File: src/rtl/gpi_periph.sv
// General-purpose input peripheral: synchronised, debounced pins with sticky edge flags,
// a masked level interrupt and a registered memory-mapped read port.
module gpi_periph #(
    parameter int unsigned WIDTH           = 8,
    parameter int unsigned DEBOUNCE_CYCLES = 16,
    parameter logic [9:0]  BASE_ADDR       = 10'h54
) (
    input  logic             clk,
    input  logic             reset,
    input  logic [9:0]       address,
    input  logic [31:0]      data_in,
    input  logic             write,
    output logic [31:0]      data_out,
    input  logic [WIDTH-1:0] pins,
    output logic             irq
);

    localparam int unsigned   CW         = $clog2(DEBOUNCE_CYCLES + 1);
    localparam logic [CW-1:0] CNT_LAST   = CW'(DEBOUNCE_CYCLES - 1);
    localparam logic [9:0]    ADDR_LEVEL = BASE_ADDR;
    localparam logic [9:0]    ADDR_RISE  = BASE_ADDR + 10'd4;
    localparam logic [9:0]    ADDR_FALL  = BASE_ADDR + 10'd8;
    localparam logic [9:0]    ADDR_MASK  = BASE_ADDR + 10'd12;

    logic [WIDTH-1:0] r_s1;
    logic [WIDTH-1:0] r_s2;
    logic [WIDTH-1:0] r_level;
    logic [WIDTH-1:0] r_rise;
    logic [WIDTH-1:0] r_fall;
    logic [WIDTH-1:0] r_mask;
    logic [CW-1:0]    r_cnt [WIDTH];

    logic [WIDTH-1:0] w_level_d;
    logic [WIDTH-1:0] w_rise_set;
    logic [WIDTH-1:0] w_fall_set;
    logic [WIDTH-1:0] w_rise_clr;
    logic [WIDTH-1:0] w_fall_clr;
    logic [WIDTH-1:0] w_wdata;
    logic [WIDTH-1:0] w_rdata;
    logic [CW-1:0]    w_cnt_d [WIDTH];
    logic             w_unused_data;

    assign w_wdata       = data_in[WIDTH-1:0];
    assign w_unused_data = ^(data_in >> WIDTH);

    // A new level must differ from LEVEL on DEBOUNCE_CYCLES consecutive edges to be accepted.
    always_comb begin
        w_level_d  = r_level;
        w_rise_set = '0;
        w_fall_set = '0;
        for (int i = 0; i < WIDTH; i++) begin
            w_cnt_d[i] = '0;
            if (r_s2[i] != r_level[i]) begin
                if (r_cnt[i] == CNT_LAST) begin
                    w_level_d[i]  = r_s2[i];
                    w_rise_set[i] = r_s2[i];
                    w_fall_set[i] = ~r_s2[i];
                end else begin
                    w_cnt_d[i] = r_cnt[i] + 1'b1;
                end
            end
        end
    end

    always_comb begin
        w_rise_clr = (write && (address == ADDR_RISE)) ? w_wdata : '0;
        w_fall_clr = (write && (address == ADDR_FALL)) ? w_wdata : '0;
    end

    always_comb begin
        case (address)
            ADDR_LEVEL: w_rdata = r_level;
            ADDR_RISE:  w_rdata = r_rise;
            ADDR_FALL:  w_rdata = r_fall;
            ADDR_MASK:  w_rdata = r_mask;
            default:    w_rdata = '0;
        endcase
    end

    always_ff @(posedge clk) begin
        if (reset) begin
            r_s1     <= '0;
            r_s2     <= '0;
            r_level  <= '0;
            r_rise   <= '0;
            r_fall   <= '0;
            r_mask   <= '0;
            data_out <= '0;
            irq      <= 1'b0;
            for (int i = 0; i < WIDTH; i++) begin
                r_cnt[i] <= '0;
            end
        end else begin
            r_s1    <= pins;
            r_s2    <= r_s1;
            r_level <= w_level_d;
            for (int i = 0; i < WIDTH; i++) begin
                r_cnt[i] <= w_cnt_d[i];
            end
            // Hardware set wins over a same-edge write-one-to-clear.
            r_rise <= (r_rise & ~w_rise_clr) | w_rise_set;
            r_fall <= (r_fall & ~w_fall_clr) | w_fall_set;
            if (write && (address == ADDR_MASK)) begin
                r_mask <= w_wdata;
            end
            data_out <= 32'(w_rdata);
            irq      <= |((r_rise | r_fall) & r_mask);
        end
    end

endmodule

File: config.mk
export PLATFORM = sky130hd
export DESIGN_NAME = gpi_periph
export DESIGN_NICKNAME = d
export VERILOG_FILES = /design/src/rtl/gpi_periph.sv
export SDC_FILE = /design/constraint.sdc
export NUM_CORES = 1
export LEC_CHECK = 0
export CORE_ASPECT_RATIO = 1.75
export CORE_MARGIN = 2
export CORE_UTILIZATION = 51
export CTS_BUF_LIST = sky130_fd_sc_hd__clkbuf_16
export CTS_CLUSTER_DIAMETER = 100
export DETAILED_ROUTE_END_ITERATION = 10
export GPL_ROUTABILITY_DRIVEN = 0
export GPL_TIMING_DRIVEN = 1
export PLACE_DENSITY_LB_ADDON = 0.15
export SKIP_LAST_GASP = 1
export SLEW_MARGIN = 20
export SYNTH_ARGS = -nofsm -noshare
export SYNTH_HDL_FRONTEND = slang
export SYNTH_SLANG_ARGS = --single-unit
File: constraint.sdc
create_clock -name clk -period 2.7 [get_ports clk]
set_clock_uncertainty 0.1 [all_clocks]
set_input_delay 0.675 -clock clk [delete_from_list [all_inputs] [get_ports clk]]
set_output_delay 0.675 -clock clk [all_outputs]
set_load 0.05 [all_outputs]
==> summary.txt <==
Min path
  • Hold Crit Depth: 1
  • Hold WC Path Type: reg -> reg
  • Min-Delay Startpoint: r_s1[2]
  • Worst Hold End: r_s2[2]

Floorplanning
  • Die height: 126 µm
  • Row count: 44
  • I/O Pins: 86
  • Core area: 0.00826 mm²
  • Initial core utilization: 52.4%
  • Die ar.: 0.00926 mm²
  • Die width: 73.6 µm

Worst setup path
  • R2R cell count: 5
  • Critical path endpoint category: flip-flop
  • Setup Crit Path Kind: in -> reg
  • WP data arrival: 2.41 ns
  • CP required: 2.86 ns
  • Reg-to-Reg End: r_cnt[0][8]
  • Crit start category: input pin
  • FF-to-FF Start: r_cnt[0][5]
  • Critical path peak fanout: 8
  • CP startpoint: address[1]
  • Worst reg2reg setup slack: 0.98 ns

Pwr
  • Internal: 2330 µW
  • Clk pwr share: 44.8%
  • Sw Share: 22.8%
  • Comb power frac: 7.1%
  • Worst vdd ir: 463 µV
  • Leak Pwr: 0.00188 µW
  • Net Sw Power: 689 µW
  • Power share of the sequential group: 48.2%
  • PwrDens: 592 mW/mm²

Global route
  • GRT Util Overall: 18.5%
  • Initial antenna violation count: 0
  • GR Overflow Total: 0
  • Vias in the first global route: 3060
  • First-pass GRT wire length: 13600 µm
  • Largest net degree at the start of global routing: 30

Clock network
  • Root Driver: clkbuf_16
  • Setup Buffers After CTS: 0
  • Worst-path clk slew: 0.07 ns
  • CTS tree: yes
  • Cts bufs inserted: 9
  • Clock sinks: 97
  • H-tree depth reported by CTS: 3
  • CTS Buffer Depth: 2
  • Hold buffers post-CTS: 0
  • Clock latency on the worst-skew pair: 0.34 ns
  • Post-cts resize count: 0

Routing
  • First-pass DRT Iterations: 4
  • Post-Route WL: 8070 µm
  • Uppermost routed layer: met4
  • Vias: 3101
  • Met2 wire length: 4020 µm
  • WL/cell: 13.7 µm
  • DR iter-0 viols: 100
  • Met3 Wirelength: 323 µm
  • Remaining DRCs: 0
  • WL met1: 3500 µm
  • Final ANT Viol Nets: 0
  • DR vias/cell: 5.27

Cells and area
  • Synth-to-Final Area Change: 17.7%
  • Final instance area: 0.00509 mm²
  • Layout cells sized above 1: 9.88%
  • ANT cells: 0
  • Final #Nets: 560

Yosys
  • #FFs+latches synth: 97
  • Post-synth top flop: dfxtp_1
  • Cell area after synthesis: 0.00433 mm²
  • Most frequent cell after synthesis: dfxtp_1
  • Share of the synthesized area in the top cell type: 44.9%
  • Synth area leader: dfxtp_1
  • Seq/Total Area, Yosys: 44.9%
  • Async SR Flop Fraction: 0%
  • Syn. warnings: 0
  • Top cells by count, synth: dfxtp_1, nor2_1, nor2b_1, buf_4, inv_1
  • Syn avg cell area: 9.63 µm²
  • Cell count after synthesis: 449
  • Post-synth EDFFs: 0
  • Unique masters post-synth: 40
  • Synth area leaders: dfxtp_1, nor2_1, ha_1

Placement
  • PortBufs: 37
  • DP HPWL: 5670 µm
  • Post-Place Cell Area: 0.00477 mm²

Timing
  • Tcrit/Tclk final: 83.4%
  • Max frequency: 444 MHz
  • Setup violations, final: 0
  • Min cycle time layout: 2.25 ns
  • RSZ-0062 raised after global routing: no
  • Max-slew violations: 0
  • Final hold violation count: 0
  • Final TNS setup: 0 ns
  • Slew headroom: 61.6%
  • Worst-margin pin slew: 0.570 ns

Run
  • # Max-Cap Violations: 0

Run status
  • Status: finished clean
[power by group through the flow]
stage | sequential [µW] | combinational (µW) | clock, µW
floorplan | 1480 | 172 | 0
global placement | 1480 | 211 | 0
detailed placement | 1490 | 214 | 0
CTS | 1450 | 215 | 1380
global route | 1450 | 229 | 1440
finish | 1450 | 214 | 1350
[placed cells by master, fill, tap and decap left out, drive strengths merged, types with 3 or more instances in the layout]
| cell | Yosys | routed |
|---|---|---|
| o21ai | 23 | 23 |
| dfxtp | 97 | 97 |
| xnor2 | 9 | 9 |
| mux2 | 8 | 8 |
| buf | 27 | 11 |
| a21oi | 15 | 15 |
| nand2b | 17 | 17 |
| a211oi | 16 | 16 |
| clkbuf | 12 | 9 |
| nor2 | 56 | 56 |
| a21boi | 7 | 7 |
| and4b | 8 | 8 |
| and3 | 8 | 8 |
| clkinv | 1 | 3 |
| nor4bb | 8 | 8 |
| inv | 18 | 18 |
| conb | 1 | 24 |
| clkinvlp | 0 | 3 |
| a311oi | 8 | 8 |
| mux2i | 16 | 16 |
| clkdlybuf4s50 | 0 | 36 |
| nor2b | 31 | 31 |
| xor2 | 8 | 8 |
| ha | 16 | 16 |
| nand2 | 15 | 15 |
| nand3 | 8 | 8 |
[area by class of cell]
type | instances | area [µm²]
clock buffer | 9 | 225
clock inverter | 7 | 95.1
fill | 715 | 3170
inverter | 19 | 71.3
multi-input combinational | 317 | 2150
sequential | 97 | 1940
tap | 92 | 115
timing repair buffer | 47 | 490
[critical path, cell delays in order]
cell and delay [ns]:
clkdlybuf4s50_1 0.40, or4b_4 0.60, or4_4 0.55, a211oi_2 0.18
[through the flow]
step	utilization, %	hold WS [ns]	std cells	setup slack (ns)	power, µW
2_1_floorplan	-	0.314	472	0.564	1660
3_3_place_gp	57.8	0.318	572	0.116	1700
3_5_place_dp	57.8	0.324	572	0.0911	1700
4_1_cts	61.7	0.339	588	0.425	3050
5_1_grt	61.7	0.356	588	0.398	3120
6_report	61.7	0.336	588	0.449	3020
[worst max path at each step]
stage | end | slack, ns | depth (start not counted)
global placement | data_out[1] | 0.12 | 4
detailed placement | data_out[4] | 0.09 | 4
finish | data_out[7] | 0.45 | 4
global route | data_out[4] | 0.40 | 4
CTS | data_out[0] | 0.43 | 1
floorplan | data_out[0] | 0.56 | 4
[routing by layer]
layer / vias up / global-route usage (%)
li1: 1585 / -
met5: - / 0
met4: 0 / 9.20
met2: 54 / 31.5
met3: 17 / 3.60
met1: 1445 / 21.5
[flip-flops by register name, indices dropped and copies added, names as in the netlist]
name and count:
r_s2 8, r_mask 8, data_out 8, r_cnt 40, r_s1 8, r_fall 8, irq 1, r_rise 8
r_level 8
[logic make-up (layout without fill, tap and decap cells)]
family	count (synthesis)	in the layout	share of synthesized area [%]
mux	24	24	5.79
other cells	1	24	0.0867
compound gates	72	72	11.4
simple gates	164	164	22.4
fa+ha+maj	16	16	4.63
buf+inv	58	82	7.32
flops	97	97	44.9
xor+xnor	17	17	3.44
(Power assumes the default switching activity.)
